File: config.mk
export PLATFORM = sky130hd
export DESIGN_NAME = epb_wb_slave_fabric_flat
export DESIGN_NICKNAME = d
export VERILOG_FILES = /design/src/rtl/epb_wb_slave_fabric_if.sv /design/src/rtl/epb_wb_slave_fabric.sv /design/src/flat_wrapper.sv
export SDC_FILE = /design/constraint.sdc
export NUM_CORES = 1
export LEC_CHECK = 0
export BUFFER_PORTS_ARGS = -buffer_cell sky130_fd_sc_hd__buf_2
export CORE_AREA = 5 5 183 185
export DETAILED_ROUTE_END_ITERATION = 7
export DIE_AREA = 0 0 188 190
export PLACE_DENSITY = 0.48
export SYNTH_ARGS = -nofsm -noshare
export SYNTH_HDL_FRONTEND = slang
export SYNTH_SLANG_ARGS = --single-unit
File: constraint.sdc
create_clock -name wb_clk_i -period 3.6 [get_ports wb_clk_i]
set_clock_uncertainty 0.1 [all_clocks]
set_input_delay 0.54 -clock wb_clk_i [delete_from_list [all_inputs] [get_ports wb_clk_i]]
set_output_delay 0.54 -clock wb_clk_i [all_outputs]
set_load 0.01 [all_outputs]
File: src/rtl/epb_wb_slave_fabric_if.sv
// Bus bundle between the EPB bridge master side, the fabric, and its slave ports.
interface epb_wb_slave_fabric_if #(
  parameter int NUM_SLAVES = 8
);
  logic                       wbm_cyc_i;
  logic                       wbm_stb_i;
  logic                       wbm_we_i;
  logic [3:0]                 wbm_sel_i;
  logic [31:0]                wbm_adr_i;
  logic [31:0]                wbm_dat_i;
  logic [31:0]                wbm_dat_o;
  logic                       wbm_ack_o;
  logic                       wbm_err_o;
  logic [NUM_SLAVES-1:0]      wbs_cyc_o;
  logic [NUM_SLAVES-1:0]      wbs_stb_o;
  logic                       wbs_we_o;
  logic [3:0]                 wbs_sel_o;
  logic [31:0]                wbs_adr_o;
  logic [31:0]                wbs_dat_o;
  logic [32*NUM_SLAVES-1:0]   wbs_dat_i;
  logic [NUM_SLAVES-1:0]      wbs_ack_i;
  logic [NUM_SLAVES-1:0]      wbs_err_i;

  // Fabric view.
  modport slave (
    input  wbm_cyc_i, wbm_stb_i, wbm_we_i, wbm_sel_i, wbm_adr_i, wbm_dat_i,
    output wbm_dat_o, wbm_ack_o, wbm_err_o,
    output wbs_cyc_o, wbs_stb_o, wbs_we_o, wbs_sel_o, wbs_adr_o, wbs_dat_o,
    input  wbs_dat_i, wbs_ack_i, wbs_err_i
  );

  // Environment view: bridge plus the attached slaves.
  modport master (
    output wbm_cyc_i, wbm_stb_i, wbm_we_i, wbm_sel_i, wbm_adr_i, wbm_dat_i,
    input  wbm_dat_o, wbm_ack_o, wbm_err_o,
    input  wbs_cyc_o, wbs_stb_o, wbs_we_o, wbs_sel_o, wbs_adr_o, wbs_dat_o,
    output wbs_dat_i, wbs_ack_i, wbs_err_i
  );
endinterface

File: src/rtl/epb_wb_slave_fabric.sv
// Stretches the bridge's one-cycle command into a held Wishbone cycle to one
// address-decoded slave; a timeout guarantees an ack or err always returns.
//
// state | meaning
// IDLE  | waiting for a master command
// WAIT  | slave cyc/stb held, waiting for ack/err or timeout
// DERR  | decode miss; err pulse is on the bus this cycle
module epb_wb_slave_fabric #(
  parameter int NUM_SLAVES    = 8,
  parameter int SLAVE_SEL_LSB = 20,
  parameter int TIMEOUT       = 1023
) (
  input  logic                  wb_clk_i,
  input  logic                  wb_rst_i,
  epb_wb_slave_fabric_if.slave  bus,
  output logic [15:0]           err_count
);

  typedef enum logic [1:0] {IDLE, WAIT, DERR} state_t;

  localparam int             TW      = $clog2(TIMEOUT);
  localparam logic [TW-1:0]  TC_LOAD = TW'(TIMEOUT - 1);
  localparam logic [4:0]     NS      = 5'(NUM_SLAVES);

  state_t                 state_q, state_d;
  logic [NUM_SLAVES-1:0]  cyc_q, cyc_d;
  logic [TW-1:0]          timer_q, timer_d;
  logic                   ack_q, ack_d;
  logic                   err_q, err_d;
  logic [31:0]            dat_q, dat_d;
  logic [31:0]            adr_q, wdat_q;
  logic [3:0]             sel_q;
  logic                   we_q;
  logic [15:0]            err_cnt_q;
  logic                   latch;

  logic [3:0]             idx_in;
  logic                   idx_valid;
  logic [NUM_SLAVES-1:0]  dec_hot;
  logic                   req;
  logic                   sel_ack, sel_err;
  logic [31:0]            rd_slice;

  assign idx_in    = bus.wbm_adr_i[SLAVE_SEL_LSB +: 4];
  assign idx_valid = ({1'b0, idx_in} < NS);
  assign req       = bus.wbm_cyc_i & bus.wbm_stb_i;

  // cyc_q is one-hot on the addressed slave during WAIT, so it doubles as
  // the response mask; responses from any other slave fall away here.
  assign sel_ack = |(bus.wbs_ack_i & cyc_q);
  assign sel_err = |(bus.wbs_err_i & cyc_q);

  always_comb begin
    dec_hot  = '0;
    rd_slice = '0;
    for (int k = 0; k < NUM_SLAVES; k++) begin
      dec_hot[k] = ({1'b0, idx_in} == 5'(k));
      if (cyc_q[k]) rd_slice = bus.wbs_dat_i[32*k +: 32];
    end
  end

  always_comb begin
    state_d = state_q;
    cyc_d   = cyc_q;
    timer_d = timer_q;
    ack_d   = 1'b0;
    err_d   = 1'b0;
    dat_d   = dat_q;
    latch   = 1'b0;
    case (state_q)
      IDLE: begin
        if (req) begin
          latch = 1'b1;
          if (idx_valid) begin
            cyc_d   = dec_hot;
            timer_d = TC_LOAD;
            state_d = WAIT;
          end else begin
            err_d   = 1'b1;
            dat_d   = '0;
            state_d = DERR;
          end
        end
      end
      WAIT: begin
        if (sel_err) begin
          cyc_d   = '0;
          err_d   = 1'b1;
          dat_d   = '0;
          state_d = IDLE;
        end else if (sel_ack) begin
          cyc_d   = '0;
          ack_d   = 1'b1;
          dat_d   = rd_slice;
          state_d = IDLE;
        end else if (timer_q == '0) begin
          cyc_d   = '0;
          err_d   = 1'b1;
          dat_d   = '0;
          state_d = IDLE;
        end else begin
          timer_d = timer_q - 1'b1;
        end
      end
      DERR: begin
        state_d = IDLE;
      end
      default: begin
        cyc_d   = '0;
        state_d = IDLE;
      end
    endcase
  end

  always_ff @(posedge wb_clk_i) begin
    if (wb_rst_i) begin
      state_q   <= IDLE;
      cyc_q     <= '0;
      timer_q   <= '0;
      ack_q     <= 1'b0;
      err_q     <= 1'b0;
      dat_q     <= '0;
      adr_q     <= '0;
      wdat_q    <= '0;
      sel_q     <= '0;
      we_q      <= 1'b0;
      err_cnt_q <= '0;
    end else begin
      state_q <= state_d;
      cyc_q   <= cyc_d;
      timer_q <= timer_d;
      ack_q   <= ack_d;
      err_q   <= err_d;
      dat_q   <= dat_d;
      if (latch) begin
        adr_q  <= bus.wbm_adr_i;
        wdat_q <= bus.wbm_dat_i;
        sel_q  <= bus.wbm_sel_i;
        we_q   <= bus.wbm_we_i;
      end
      // Counted on the same edge that raises the err pulse.
      if (err_d && (err_cnt_q != 16'hFFFF)) err_cnt_q <= err_cnt_q + 16'd1;
    end
  end

  assign bus.wbs_cyc_o = cyc_q;
  assign bus.wbs_stb_o = cyc_q;
  assign bus.wbs_we_o  = we_q;
  assign bus.wbs_sel_o = sel_q;
  assign bus.wbs_adr_o = adr_q;
  assign bus.wbs_dat_o = wdat_q;
  assign bus.wbm_ack_o = ack_q;
  assign bus.wbm_err_o = err_q;
  assign bus.wbm_dat_o = dat_q;
  assign err_count     = err_cnt_q;

endmodule

File: src/flat_wrapper.sv
// flat-port wrapper written by rule: the top's interface ports become plain ports
module epb_wb_slave_fabric_flat 
#(
  parameter int NUM_SLAVES    = 8,
  parameter int SLAVE_SEL_LSB = 20,
  parameter int TIMEOUT       = 1023
)
  (wb_clk_i, wb_rst_i, err_count, bus_wbm_cyc_i, bus_wbm_stb_i, bus_wbm_we_i, bus_wbm_sel_i, bus_wbm_adr_i, bus_wbm_dat_i, bus_wbm_dat_o, bus_wbm_ack_o, bus_wbm_err_o, bus_wbs_cyc_o, bus_wbs_stb_o, bus_wbs_we_o, bus_wbs_sel_o, bus_wbs_adr_o, bus_wbs_dat_o, bus_wbs_dat_i, bus_wbs_ack_i, bus_wbs_err_i);
  epb_wb_slave_fabric_if #(.NUM_SLAVES(NUM_SLAVES)) bus_i ();
  input  logic wb_clk_i;
  input  logic wb_rst_i;
  output logic [15:0] err_count;
  input wire logic [$bits(bus_i.wbm_cyc_i)-1:0] bus_wbm_cyc_i;
  input wire logic [$bits(bus_i.wbm_stb_i)-1:0] bus_wbm_stb_i;
  input wire logic [$bits(bus_i.wbm_we_i)-1:0] bus_wbm_we_i;
  input wire logic [$bits(bus_i.wbm_sel_i)-1:0] bus_wbm_sel_i;
  input wire logic [$bits(bus_i.wbm_adr_i)-1:0] bus_wbm_adr_i;
  input wire logic [$bits(bus_i.wbm_dat_i)-1:0] bus_wbm_dat_i;
  output wire logic [$bits(bus_i.wbm_dat_o)-1:0] bus_wbm_dat_o;
  output wire logic [$bits(bus_i.wbm_ack_o)-1:0] bus_wbm_ack_o;
  output wire logic [$bits(bus_i.wbm_err_o)-1:0] bus_wbm_err_o;
  output wire logic [$bits(bus_i.wbs_cyc_o)-1:0] bus_wbs_cyc_o;
  output wire logic [$bits(bus_i.wbs_stb_o)-1:0] bus_wbs_stb_o;
  output wire logic [$bits(bus_i.wbs_we_o)-1:0] bus_wbs_we_o;
  output wire logic [$bits(bus_i.wbs_sel_o)-1:0] bus_wbs_sel_o;
  output wire logic [$bits(bus_i.wbs_adr_o)-1:0] bus_wbs_adr_o;
  output wire logic [$bits(bus_i.wbs_dat_o)-1:0] bus_wbs_dat_o;
  input wire logic [$bits(bus_i.wbs_dat_i)-1:0] bus_wbs_dat_i;
  input wire logic [$bits(bus_i.wbs_ack_i)-1:0] bus_wbs_ack_i;
  input wire logic [$bits(bus_i.wbs_err_i)-1:0] bus_wbs_err_i;
  assign bus_i.wbm_cyc_i = bus_wbm_cyc_i;
  assign bus_i.wbm_stb_i = bus_wbm_stb_i;
  assign bus_i.wbm_we_i = bus_wbm_we_i;
  assign bus_i.wbm_sel_i = bus_wbm_sel_i;
  assign bus_i.wbm_adr_i = bus_wbm_adr_i;
  assign bus_i.wbm_dat_i = bus_wbm_dat_i;
  assign bus_wbm_dat_o = bus_i.wbm_dat_o;
  assign bus_wbm_ack_o = bus_i.wbm_ack_o;
  assign bus_wbm_err_o = bus_i.wbm_err_o;
  assign bus_wbs_cyc_o = bus_i.wbs_cyc_o;
  assign bus_wbs_stb_o = bus_i.wbs_stb_o;
  assign bus_wbs_we_o = bus_i.wbs_we_o;
  assign bus_wbs_sel_o = bus_i.wbs_sel_o;
  assign bus_wbs_adr_o = bus_i.wbs_adr_o;
  assign bus_wbs_dat_o = bus_i.wbs_dat_o;
  assign bus_i.wbs_dat_i = bus_wbs_dat_i;
  assign bus_i.wbs_ack_i = bus_wbs_ack_i;
  assign bus_i.wbs_err_i = bus_wbs_err_i;
  epb_wb_slave_fabric #(.NUM_SLAVES(NUM_SLAVES), .SLAVE_SEL_LSB(SLAVE_SEL_LSB), .TIMEOUT(TIMEOUT)) u_core (.wb_clk_i(wb_clk_i), .wb_rst_i(wb_rst_i), .bus(bus_i), .err_count(err_count));
endmodule
==> metrics.cfg <==
[route]
finalWirelength_microns = 35800
drtIter0Drc = 521
num_vias = 8967
drc_errors = 0
firstDrtPassIters = 5
wire_per_inst_microns = 20.2
via_per_inst = 5.06
postRouteAntennaNets = 0

[power]
power_mw = 4.18
power.density_nw_per_um2 = 388
ir_worst_vdd_mv = 0.293
p_leak_nw = 4.56

[logic_synthesis]
synth_edf_count = 0
syn_area_per_cell_sq_um = 8.04
yosys_warnings = 0
syn_area_sq_um = 7440
synth_top_area_cell = dfxtp_1
ys.flop_type = dfxtp_1
async_reset_ff_frac = 0
synth_top_area_share = 0.374
synth_fp_nets = 1272
yosysUniqueCellTypes = 43
yosysSeqAreaShare = 0.374
syn_inst = 925
synth_seq_cells = 139
yosys-top-cells-area = dfxtp_1 (37%), nand2_1 (9.1%), a221oi_1 (7.5%)

[clock_tree]
cts_resized = 0
cts_made_buffers = 17
cts-root-buf = clkbuf_16
htree_levels = 4
clock_latency_ns = 0.42
cts_tree = yes
postCtsHoldBufs = 0
cts_setup_buffers = 0
clock-sinks = 139
clock_path_buffers = 2
clk_pin_slew_worst_paths_ns = 0.06

[sta]
rsz0062_at_grt = false
slew_viol_final = 0
relSlewSlack = 0.310
max_freq_mhz = 339
finalWorstSetupSlack_ns = 0.653
setup_tns_ns = 0
fin_crit_sh = 0.819
setup_viol = 0
tightest_slew_ns = 1.03
period_needed_ns = 2.95
hold_viol_final = 0
whs_ns = 0.248

[die]
die_x_microns = 188
dieArea_sq_um = 35700
coreArea_sq_um = 31900
start_util = 0.233
fp.dieH_microns = 190
rows = 66
io_pins = 480

[grt]
grt_usage = 0.191
grt_pass1_vias = 9156
antenna_found_initial = 9
grt_max_degree = 70
globalRouteOverflowTotal = 0
grt_pass1_wl_microns = 53600

[finish]
drive_gt1_frac = 0.428
final_util = 0.338
nets = 1693
seqCellArea_sq_um = 2790
fillCellCount = 3490
final_common_cell = buf_2
final_cell_mix = buf_2 (478), nand2_1 (180), dfxtp_1 (133)
area_delta_synth_final_pct = 44.9
multi_input_area_sq_um = 4240

[worst_setup_path]
crit_required_ns = 3.83
crit_path_end = u_core.err_count[12]$_SDFFE_PP0P_
rr_startpoint = u_core.timer_q[3]$_SDFFE_PP0P_
crit_type = reg -> reg
worst_setup_path_end_kind = flip-flop
crit_path_start = u_core.timer_q[3]$_SDFFE_PP0P_
start_kind = flip-flop
r2r_cells = 5
cp_max_fo = 31
r2r-end = u_core.err_count[12]$_SDFFE_PP0P_
reg2reg_slack_ns = 0.65
arrival_ns = 3.17

[place]
dpl.hpwl_microns = 27600
gp_congestion = 0.850
place_ws_ns = 0.668
port_buffers = 479

[hold_path]
hp-class = in -> reg

[outcome]
status = finished, final reports clean

[flow_run]
max_cap_viol_count = 0

## logic make-up after synthesis
family	after synthesis	synth area share
AO/OA/AOI/OAI	322	0.304
AND/OR/NAND/NOR	315	0.199
flip-flops	139	0.374
buffers and inverters	106	0.0589
multiplexers	41	0.0609
adder cells (fa/ha/maj)	2	0.00336
## power breakdown
group          internal (mW)  total [mW]  leakage, nW  switching [mW]
registers               1.59        1.62         1.13          0.0327
clock network           1.24        1.96        0.301           0.720
logic                  0.267       0.596         3.13           0.330
## flip-flops by register name, indices dropped and copies added, names as in the netlist
register              flops
u_core.bus.wbs_cyc_o      8
u_core.bus.wbs_adr_o     32
u_core.bus.wbs_dat_o     32
u_core.bus.wbm_err_o      1
u_core.bus.wbs_sel_o      4
u_core.state_q            2
u_core.bus.wbm_dat_o     32
u_core.bus.wbs_we_o       1
u_core.timer_q           10
u_core.bus.wbm_ack_o      1
u_core.err_count         16
## final cells by class
cell class	count	share of cell area
Multi-Input combinational cell	680	0.393
Sequential cell	139	0.259
Timing Repair Buffer	499	0.237
Tap cell	408	0.0474
Clock buffer	19	0.0411
Clock inverter	11	0.0181
Inverter	9	0.00313
Antenna cell	6	0.00139
## synthesized netlist by cell type, types with 4 or more instances
master,count
mux2i_1,7
a221oi_1,64
a32o_1,32
buf_4,8
clkbuf_1,83
nor2b_1,36
and4_1,4
nand2b_1,5
a31oi_1,10
a21oi_1,84
a22oi_1,8
nor3_1,12
o21ai_0,36
or4_1,15
o22ai_1,32
or3_1,6
nand3_1,9
inv_1,9
nor2_1,24
o41ai_1,4
nand4_1,10
mux2_2,34
nand2_1,180
o31ai_1,45
dfxtp_1,139
## critical path: stages (launching register included)
cell and delay (ns):
dfxtp_1 0.36, or4_1 0.66, or4_4 0.59, o221a_4 0.39, or4_1 0.54, a211oi_1 0.23
## worst min path at each step
stage,from,to,cells after the start
6_report,bus_wbm_adr_i[26],u_core.bus.wbs_adr_o[26]$_SDFFE_PP0P_,3
3_5_place_dp,u_core.bus.wbs_adr_o[27]$_SDFFE_PP0P_,u_core.bus.wbs_adr_o[27]$_SDFFE_PP0P_,2
4_1_cts,bus_wbm_adr_i[26],u_core.bus.wbs_adr_o[26]$_SDFFE_PP0P_,3
2_1_floorplan,u_core.timer_q[1]$_SDFFE_PP0P_,u_core.timer_q[1]$_SDFFE_PP0P_,2
5_1_grt,bus_wbm_adr_i[13],u_core.bus.wbs_adr_o[13]$_SDFFE_PP0P_,3
3_3_place_gp,u_core.bus.wbs_dat_o[2]$_SDFFE_PP0P_,u_core.bus.wbs_dat_o[2]$_SDFFE_PP0P_,2
## routing by layer
metal  part of all wire  track usage
met3              0.070       0.0486
met4              0.030       0.0824
met5            0.00031            0
met1               0.39        0.218
met2               0.51        0.338
## metrics by stage
stage	cell area [sq um]	instances
6_report	10800	1771
5_1_grt	10800	1770
4_1_cts	10800	1765
3_5_place_dp	10100	1735
3_3_place_gp	10100	1735
2_1_floorplan	7440	925
No activity file was read; power rests on OpenSTA's default activity.
